$ cat src/rtl/async_fifo_pkg.sv
// Shared pointer helpers for the async FIFO write- and read-side logic.
// Conversions operate on a fixed maximum width; callers zero-extend their
// pointer into PTR_MAX_W bits and truncate the result back to their width.
// Zero-extension does not disturb either conversion.
package async_fifo_pkg;

    localparam int unsigned PTR_MAX_W = 32;

    // Binary to reflected Gray code.
    function automatic logic [PTR_MAX_W-1:0] bin2gray(input logic [PTR_MAX_W-1:0] b);
        return b ^ (b >> 1);
    endfunction

    // Gray to binary: running XOR prefix starting from the MSB.
    function automatic logic [PTR_MAX_W-1:0] gray2bin(input logic [PTR_MAX_W-1:0] g);
        logic [PTR_MAX_W-1:0] b;
        b = g;
        for (int i = PTR_MAX_W - 2; i >= 0; i--) begin
            b[i] = b[i+1] ^ g[i];
        end
        return b;
    endfunction

endpackage

$ cat src/rtl/wptr_full_lvl.sv
// Write-side pointer, full / almost-full / level generation for an async FIFO.
// Optional sticky overflow flag enabled by macro ASYNC_FIFO_OVERFLOW_EN;
// without it woverflow is a constant 0 and no flop is built.
module wptr_full_lvl
    import async_fifo_pkg::*;
#(
    parameter int unsigned ADDRWIDTH    = 4,
    parameter int unsigned AFULL_THRESH = 12
) (
    input  logic                 wclk,
    input  logic                 wrst,
    input  logic                 winc,
    input  logic [ADDRWIDTH:0]   wq2_rptr,
    output logic                 wfull,
    output logic                 wafull,
    output logic [ADDRWIDTH-1:0] waddr,
    output logic [ADDRWIDTH:0]   wptr,
    output logic [ADDRWIDTH:0]   wlevel,
    output logic                 woverflow
);

    localparam int unsigned PW = ADDRWIDTH + 1;

    logic [PW-1:0] wbin;
    logic [PW-1:0] wbinnext;
    logic [PW-1:0] wgraynext;
    logic [PW-1:0] wq2_rbin;
    logic [PW-1:0] level_next;
    logic [PW-1:0] full_ptr;
    logic          wpush;
    logic          wfull_next;
    logic          wafull_next;

    // Next-pointer, synchronized read pointer decode and flag terms.
    always_comb begin
        wpush       = winc & ~wfull;
        wbinnext    = wbin + PW'(wpush);
        wgraynext   = PW'(bin2gray(PTR_MAX_W'(wbinnext)));
        wq2_rbin    = PW'(gray2bin(PTR_MAX_W'(wq2_rptr)));
        level_next  = wbinnext - wq2_rbin;
        // Full when the write pointer is exactly one lap ahead of the read pointer.
        full_ptr    = {~wq2_rptr[ADDRWIDTH:ADDRWIDTH-1], wq2_rptr[ADDRWIDTH-2:0]};
        wfull_next  = (wgraynext == full_ptr);
        wafull_next = (level_next >= PW'(AFULL_THRESH));
    end

    assign waddr = wbin[ADDRWIDTH-1:0];

    // Pointer and status registers; reset overrides any pending write.
    always_ff @(posedge wclk) begin
        if (wrst) begin
            wbin   <= '0;
            wptr   <= '0;
            wfull  <= 1'b0;
            wafull <= 1'b0;
            wlevel <= '0;
        end else begin
            wbin   <= wbinnext;
            wptr   <= wgraynext;
            wfull  <= wfull_next;
            wafull <= wafull_next;
            wlevel <= level_next;
        end
    end

`ifdef ASYNC_FIFO_OVERFLOW_EN
    // Sticky record of any write attempted while full; only reset clears it.
    always_ff @(posedge wclk) begin
        if (wrst) begin
            woverflow <= 1'b0;
        end else if (winc && wfull) begin
            woverflow <= 1'b1;
        end
    end
`else
    assign woverflow = 1'b0;
`endif

endmodule
$ cat config.mk
export PLATFORM = sky130hd
export DESIGN_NAME = wptr_full_lvl
export DESIGN_NICKNAME = d
export VERILOG_FILES = /design/src/rtl/async_fifo_pkg.sv /design/src/rtl/wptr_full_lvl.sv
export SDC_FILE = /design/constraint.sdc
export NUM_CORES = 1
export LEC_CHECK = 0
export ABC_AREA = 1
export CAP_MARGIN = 20
export CELL_PAD_IN_SITES_DETAIL_PLACEMENT = 1
export CELL_PAD_IN_SITES_GLOBAL_PLACEMENT = 1
export CORE_UTILIZATION = 29
export CTS_CLUSTER_DIAMETER = 100
export DETAILED_ROUTE_END_ITERATION = 12
export PLACE_DENSITY_LB_ADDON = 0.1
export SETUP_SLACK_MARGIN = 0.4
export SLEW_MARGIN = 10
export SYNTH_ARGS = -nofsm -noshare
export SYNTH_HDL_FRONTEND = slang
export SYNTH_SLANG_ARGS = --single-unit
export TNS_END_PERCENT = 30
$ cat constraint.sdc
create_clock -name wclk -period 2.5 [get_ports wclk]
set_clock_uncertainty 0.05 [all_clocks]
set_input_delay 0.5 -clock wclk [delete_from_list [all_inputs] [get_ports wclk]]
set_output_delay 0.5 -clock wclk [all_outputs]
set_load 0.02 [all_outputs]
* Yosys cells after proc, flatten, opt, wreduce, memory -nomap -nowiden *
Cells that the tools add are included.

storage, ports and cells
  flip-flop bits (word level) = 17
  output and inout port bits = 17

cells by class
  add/subtract/negate cells = 2
  $lt $le $gt $ge = 1
  bitwise logic cells = 8
  equality and inequality tests = 1

operators by type and width
  kind                count
  $add 5x1->5         1
  $eq 5x5->1          1
  $ge 5x4->1 const B  1
  $sub 5x5->5         1
  $xor 5x4->5         1
  $xor 1x1->1         4
  $not 2->2           1
  $and 1x1->1         1
  $not 1->1           1

* Longest topological paths before layout *
Gate-level depths: netlist of the first run.

  depth after elaboration = 6
  depth in mapped cells = 16
  gate-level depth less buffers = 16

* Least setup slack after synthesis of the first run *
No wires, ideal clock.

  path type = in2reg
  start point = input port wq2_rptr[4]
  end point = register wafull
  setup slack = 0.124 ns
  arrival = 2.211 ns
  stages on the path = 16
  buffers on the path = 0
  setup time = 0.115 ns
  path through = inv_1 -> nand2_1 -> nand2_1 -> nand2_1 -> nand2_1 -> nand2_1 -> nand2_2 -> xor2_1 -> inv_1 -> ha_1 -> fa_1 -> o21bai_1 -> a21o_1 -> nand3_1 -> nand3_1 -> nand2_1

on the way
  longest elaborated chain between the ends = 6

RTL lines
  what                       line                  source
  from (decl)                wptr_full_lvl.sv:13   input logic [ADDRWIDTH:0] wq2_rptr,
  $xor 1x1->1 (4 in series)  async_fifo_pkg.sv:19  b[i] = b[i+1] ^ g[i];
  $sub 5x5->5 (*)            wptr_full_lvl.sv:40   level_next = wbinnext - wq2_rbin;
  $ge 5x4->1 (*)             wptr_full_lvl.sv:44   wafull_next = (level_next >= PW'(AFULL_THRESH));
  to (signal assigned)       wptr_full_lvl.sv:61   wafull <= wafull_next;
  to (decl)                  wptr_full_lvl.sv:15   output logic wafull,

Mark *: on every way between the ends. The rest lies on a longest branch, timed or not.
A chain may end at the register's enable or synchronous reset.

* Worst setup path after layout of the first run *
Same ends and word-level chain as after synthesis.

==> reports/qor.yml, run 1 <==
layout:
  antenna-diode-count: 0
  final_core_util_pct: 52.4
  drive_gt1_share_pct: 37.4
  mostFrequentLayoutCell: "buf_4"
  final_cell_mix: "buf_4, nand2_1, clkdlybuf4s50_1"
  nets: 198
  final_cells: 226
  areaGrowthSynthToFinish_pct: 71.7
clocking:
  cts-buffers-inserted: 3
  clkLatencyLatePin_ns: 0.30
  clkSinkCount: 16
  tritoncts: "built"
  clkTransAtPathRegs_ns: 0.12
  clockBufferDepth: 2
  root_buffer: "clkbuf_4"
  h-tree-depth: 1
global_route:
  grt_max_degree: 11
  overflow: 0
  track_usage_pct: 17.9
  use_met3_pct: 2.64
  grt_pass1_vias: 1032
  met2_usage_pct: 32.5
  grt_util_met1_pct: 21.4
  busiest_layer: "met2"
  antenna_found_initial: 0
  grt_pass1_wl_um: 4550
synth:
  synth_nets: 145
  ys_ff_latch: 16
  synth_area_per_cell_sq_um: 7.11
  synthTopCellsByArea: "dfxtp_1, nand2_1, ha_1"
  synth_cell_type_count: 23
  yosys_warnings: 0
  synth_top_cell_by_area: "dfxtp_1"
  syn_inst: 130
  syn_area_sq_um: 925
  synth_top_area_share_pct: 34.6
  yosysSeqAreaShare_pct: 34.6
worst_hold_path:
  hold_path.class: "in2reg"
  hold_depth: 4
die:
  die_height_um: 58.5
  die_w_um: 58.5
  start_util_pct: 30.5
  ioPinCount: 25
  dieArea_sq_um: 3420
  rows: 20
  coreArea_sq_um: 3030
drt:
  drtPass1Iterations: 6
  drtAntennaViolNets: 0
  drt_iter0_drc: 10
  post_drt_wl_per_cell_um: 12.3
  vias: 1031
  via_per_inst: 4.56
  routed_wl_um: 2780
  drc_errors: 0
sta:
  fin_crit_sh_pct: 87.5
  fin_ws_ns: 0.313
  fmax_ghz: 0.457
  finalMaxSlewViolations: 0
  worst_hold_slack_ns: 0.558
  rsz0062_at_grt: "yes"
  fin_crit_ns: 2.19
  finalSetupTns_ns: 0
  setup-violations-final: 0
  hold_violations: 0
pwr:
  p_leak_nw: 0.773
  power_frac_comb_pct: 40.0
  power_density_nw_per_um2: 500
  ir_drop_uv: 179
  clock_power_share_pct: 23.3
  p_sw_share_pct: 33.0
  pwr-share-seq_pct: 36.7
  p_switching_w: 0.000262
  p_int_w: 0.000532
place:
  dp_slack_ns: -0.521
  numPortBuffers: 23
  gp_congestion: 0.741
  dp.cells: 212
  dp_hpwl_um: 2080
setup_path:
  crit_arrival_ns: 2.33
  worst-r2r-cell-count: 10
  start_kind: "primary input"
  endpoint_kind: "register"
  crit_type: "in2reg"
  worstPathRequired_ns: 2.65
  critical_path.max_fanout: 3
job:
  cap_violations: 0
run_status:
  status: "finished clean"
[Yosys cell counts]
cell / number
nand2_1: 32
inv_1: 17
dfxtp_1: 16
nand3_1: 14
nor2_1: 10
a21oi_1: 7
ha_1: 6
nand2_2: 6
nand4_1: 4
buf_4: 2
nand2_4: 2
o21ai_0: 2
xor2_1: 2
a21o_1: 1
and2_1: 1
and3_1: 1
clkbuf_1: 1
conb_1: 1
fa_1: 1
inv_2: 1
nand3_2: 1
nor2_2: 1
o21bai_1: 1
[power groups by stage]
| stage | logic [W] | clock network, W | registers (W) |
|---|---|---|---|
| after floorplan | 0.000113 | 0 | 0.000330 |
| final | 0.000318 | 0.000185 | 0.000291 |
| after CTS | 0.000305 | 0.000188 | 0.000291 |
| after detailed placement | 0.000274 | 0 | 0.000297 |
| after global routing | 0.000351 | 0.000199 | 0.000293 |
| after global placement | 0.000269 | 0 | 0.000296 |
[repair_timing]
item                       in CTS  in global routing
setup endpoints to repair       6                  6
buffers inserted                9                  1
pin swaps                      16                  6
hold buffers                    0                  0
gates resized for setup        26                  9
[path summary, 6_finish.rpt]
| path | startpoint | to | slack [ns] |
|---|---|---|---|
| worst max register to register | wfull$_SDFF_PP0_ | wafull$_SDFF_PP0_ | 0.54 |
| worst min-delay path | wq2_rptr[3] | wfull$_SDFF_PP0_ | 0.56 |
| worst max-delay path | wq2_rptr[4] | wafull$_SDFF_PP0_ | 0.31 |
| worst min register to register | wptr[4]$_SDFF_PP0_ | wptr[4]$_SDFF_PP0_ | 0.65 |
[metal layers]
layer | vias to the layer above | wire, um
li1 | 517 | -
met1 | 491 | 1210
met2 | 19 | 1450
met3 | 4 | 76
met4 | 0 | 36
met5 | - | 0
[critical path, cell delays in order]
cell     delay [ns]
buf_6          0.10
buf_12         0.13
inv_12         0.04
nand2_4        0.04
nand2_4        0.06
nand2_4        0.06
nand2_2        0.07
nand2_2        0.05
nand2_2        0.07
xor2_1         0.13
inv_1          0.07
ha_2           0.18
fa_2           0.36
buf_4          0.15
o21ai_1        0.12
a21oi_1        0.06
nand2_1        0.08
nand2_1        0.05
[per-stage QoR]
step,total power (W),instance area (sq um)
final,0.000793,1590
after global placement,0.000565,1390
after CTS,0.000785,1540
after global routing,0.000843,1590
after floorplan,0.000443,975
after detailed placement,0.000572,1390
[cell type report]
| type | instances | area [sq um] |
|---|---|---|
| fillers | 369 | 1440 |
| multi-input cells | 93 | 642 |
| repair buffers | 51 | 447 |
| flip-flops and latches | 16 | 320 |
| inverters | 18 | 87.6 |
| well taps | 44 | 55.1 |
| clock buffers | 4 | 36.3 |
[flip-flops by register name (all words and copies together) (netlist names)]
name    flops
wptr        5
wlevel      5
wafull      1
wfull       1
wbin        4
[cells by family (layout without fill, tap and decap cells)]
kind of cell | count (synthesis) | after routing | synth area share (%)
other cells | 1 | 1 | 0.406
compound gates | 11 | 11 | 6.50
flops | 16 | 16 | 34.6
simple gates | 72 | 72 | 36.9
xor+xnor | 2 | 2 | 1.89
buf+inv | 21 | 73 | 9.34
fa+ha+maj | 7 | 7 | 10.3
Power figures use the tool's default switching activity.
==> run 2: changes to the inputs <==
--- a/config.mk
+++ b/config.mk
@@ -6,7 +6,6 @@
 export NUM_CORES = 1
 export LEC_CHECK = 0
 export ABC_AREA = 1
-export CAP_MARGIN = 20
 export CELL_PAD_IN_SITES_DETAIL_PLACEMENT = 1
 export CELL_PAD_IN_SITES_GLOBAL_PLACEMENT = 1
 export CORE_UTILIZATION = 29
@@ -14,6 +13,7 @@
 export DETAILED_ROUTE_END_ITERATION = 12
 export PLACE_DENSITY_LB_ADDON = 0.1
 export SETUP_SLACK_MARGIN = 0.4
+export SKIP_LAST_GASP = 1
 export SLEW_MARGIN = 10
 export SYNTH_ARGS = -nofsm -noshare
 export SYNTH_HDL_FRONTEND = slang
==> results of run 2 <==
No change in the layout: final DEF, timing and power equal those of run 1.
==> run 3: changes to the inputs <==
--- a/config.mk
+++ b/config.mk
@@ -8,7 +8,7 @@
 export ABC_AREA = 1
 export CELL_PAD_IN_SITES_DETAIL_PLACEMENT = 1
 export CELL_PAD_IN_SITES_GLOBAL_PLACEMENT = 1
-export CORE_UTILIZATION = 29
+export CORE_UTILIZATION = 30
 export CTS_CLUSTER_DIAMETER = 100
 export DETAILED_ROUTE_END_ITERATION = 12
 export PLACE_DENSITY_LB_ADDON = 0.1
==> constraint.sdc (replaced) <==
create_clock -name wclk -period 2.65 [get_ports wclk]
set_clock_uncertainty 0.05 [all_clocks]
set_input_delay 0.53 -clock wclk [delete_from_list [all_inputs] [get_ports wclk]]
set_output_delay 0.53 -clock wclk [all_outputs]
set_load 0.02 [all_outputs]
==> reports/qor.yml, run 3 (same netlist as run 1, synthesis figures left out) <==
layout:
  final_cells: 207
  final_cell_mix: "nand2_1, buf_4, clkdlybuf4s50_1"
  antenna-diode-count: 0
  nets: 192
  areaGrowthSynthToFinish_pct: 65.2
  mostFrequentLayoutCell: "nand2_1"
  drive_gt1_share_pct: 35.2
  top_regs: "wlevel (5), wptr (5), wbin (4)"
  fillCellCount: 365
setup_path:
  path_cells: "buf_8, inv_4, nand2_4, nand2_4, nand2_4, nand2_4, nand2_4, nand2_4, xor2_1, inv_1, ha_4, fa_2, o21bai_1, a21o_1, nand3_2, nand3_2, nand2_1"
  worstPathRequired_ns: 2.81
  start_kind: "primary input"
  r2r_start: "wfull$_SDFF_PP0_"
  crit_type: "in2reg"
  critPathMostFrequentCell: "nand2_4"
  endpoint_kind: "register"
  critical_path.max_fanout: 3
  crit_arrival_ns: 2.34
  startpoint: "wq2_rptr[3]"
  crit_path_max_incr_delay_ns: 0.34
  crit_slowest_cell: "fa_2"
drt:
  via_per_inst: 4.99
  met1_length_um: 1170
  wl_met3_um: 93
  vias: 1032
  post_drt_wl_per_cell_um: 14.0
  routed_wl_um: 2890
  drc_errors: 2
  drtPass1Iterations: 8
  top_layer: "met4"
  drtAntennaViolNets: 0
  drt_iter0_drc: 17
  dr_wl_met2_um: 1570
sta:
  setup-violations-final: 0
  fmax_ghz: 0.460
  finalMaxSlewViolations: 0
  worst_hold_slack_ns: 0.527
  fin_crit_ns: 2.18
  rsz0062_at_grt: "yes"
  hold_violations: 0
  fin_crit_sh_pct: 82.1
run_status:
  status: "complete, but fails checks"
  violations: "DRC"
die:
  dieArea_sq_um: 3310
  die_height_um: 57.5
  coreArea_sq_um: 2830
  die_w_um: 57.5
  ioPinCount: 25
  start_util_pct: 32.7
  rows: 19
pwr:
  ir_drop_uv: 248
  power_density_nw_per_um2: 485
  p_leak_nw: 0.741
global_route:
  track_usage_pct: 19.7
  grt_pass1_wl_um: 4950
  overflow: 0
  grt_max_degree: 12
  grt_pass1_vias: 1149
  antenna_found_initial: 0
clocking:
  h-tree-depth: 1
  root_buffer: "clkbuf_4"
  clockBufferDepth: 2
  clkLatencyLatePin_ns: 0.30
  cts-buffers-inserted: 3
  clkSinkCount: 16
  clkTransAtPathRegs_ns: 0.11
  tritoncts: "built"
job:
  cap_violations: 0
place:
  dp.cells: 195
  numPortBuffers: 23
  gp_congestion: 0.809
  dp_hpwl_um: 2020
worst_hold_path:
  hold_path.startpoint: "wq2_rptr[3]"
  hold_path.class: "in2reg"
## run 3: cell count changes in the layout (fill, tap and decap cells not counted), moves of 2 or more
cell	previous run	this run
inv_4	1	3
nand2_4	7	10
buf_4	27	22
nand2_2	7	4
buf_8	0	2
## run 3: repair_timing
action | in CTS | in global routing
buffers inserted | 7 | 1
pin swaps | 20 | 10
gates resized for setup | 36 | 12
endpoints found under the setup margin | 6 | 2
hold buffers | 0 | 0
## run 3: power breakdown
group | total, W | internal (W) | leakage, nW | switching [W]
registers | 0.000275 | 0.000265 | 0.132 | 0.00000929
clock network | 0.000175 | 0.0000838 | 0.0210 | 0.0000915
logic | 0.000290 | 0.000142 | 0.589 | 0.000148
total | 0.000740 | 0.000491 | 0.741 | 0.000249
## run 3: worst max-delay path, delay by kind of cell
family / cells / cell delay, ns
AO/OA/AOI/OAI: 2 / 0.33
buffers and inverters: 3 / 0.26
AND/OR/NAND/NOR: 9 / 0.58
adder cells (fa/ha/maj): 2 / 0.51
XOR/XNOR: 1 / 0.15
## run 3: per-layer routing
metal	up-vias	GRT usage, %
met2	23	38.2
li1	505	-
met4	0	8.01
met3	7	3.40
met1	497	20.7
met5	-	0
## run 3: cell type report
cell class              count  area (sq um)  share of cell area [%]
clock buffers               4          36.3                    2.38
inverters                  18          75.1                    4.91
multi-input cells          93           659                    43.2
flip-flops and latches     16           320                    21.0
well taps                  31          38.8                    2.54
repair buffers             45           398                    26.0
## run 3: worst paths after layout
kind	end	slack (ns)	cells after the start
max	wafull$_SDFF_PP0_	0.47	17
min	wfull$_SDFF_PP0_	0.53	4
max reg2reg	wafull$_SDFF_PP0_	0.64	10
min reg2reg	wptr[4]$_SDFF_PP0_	0.63	4
## run 3: stage by stage
step	TNS [ns]	utilization [%]	worst slack (ns)	total power, W	cell area, sq um
CTS	0	52.1	0.402	0.000730	1480
finish	0	54.0	0.474	0.000740	1530
global route	0	54.0	0.364	0.000786	1530
global placement	-0.814	46.1	-0.265	0.000520	1310
detailed placement	-1.20	46.1	-0.359	0.000528	1310
floorplan	0	-	0.401	0.000415	950
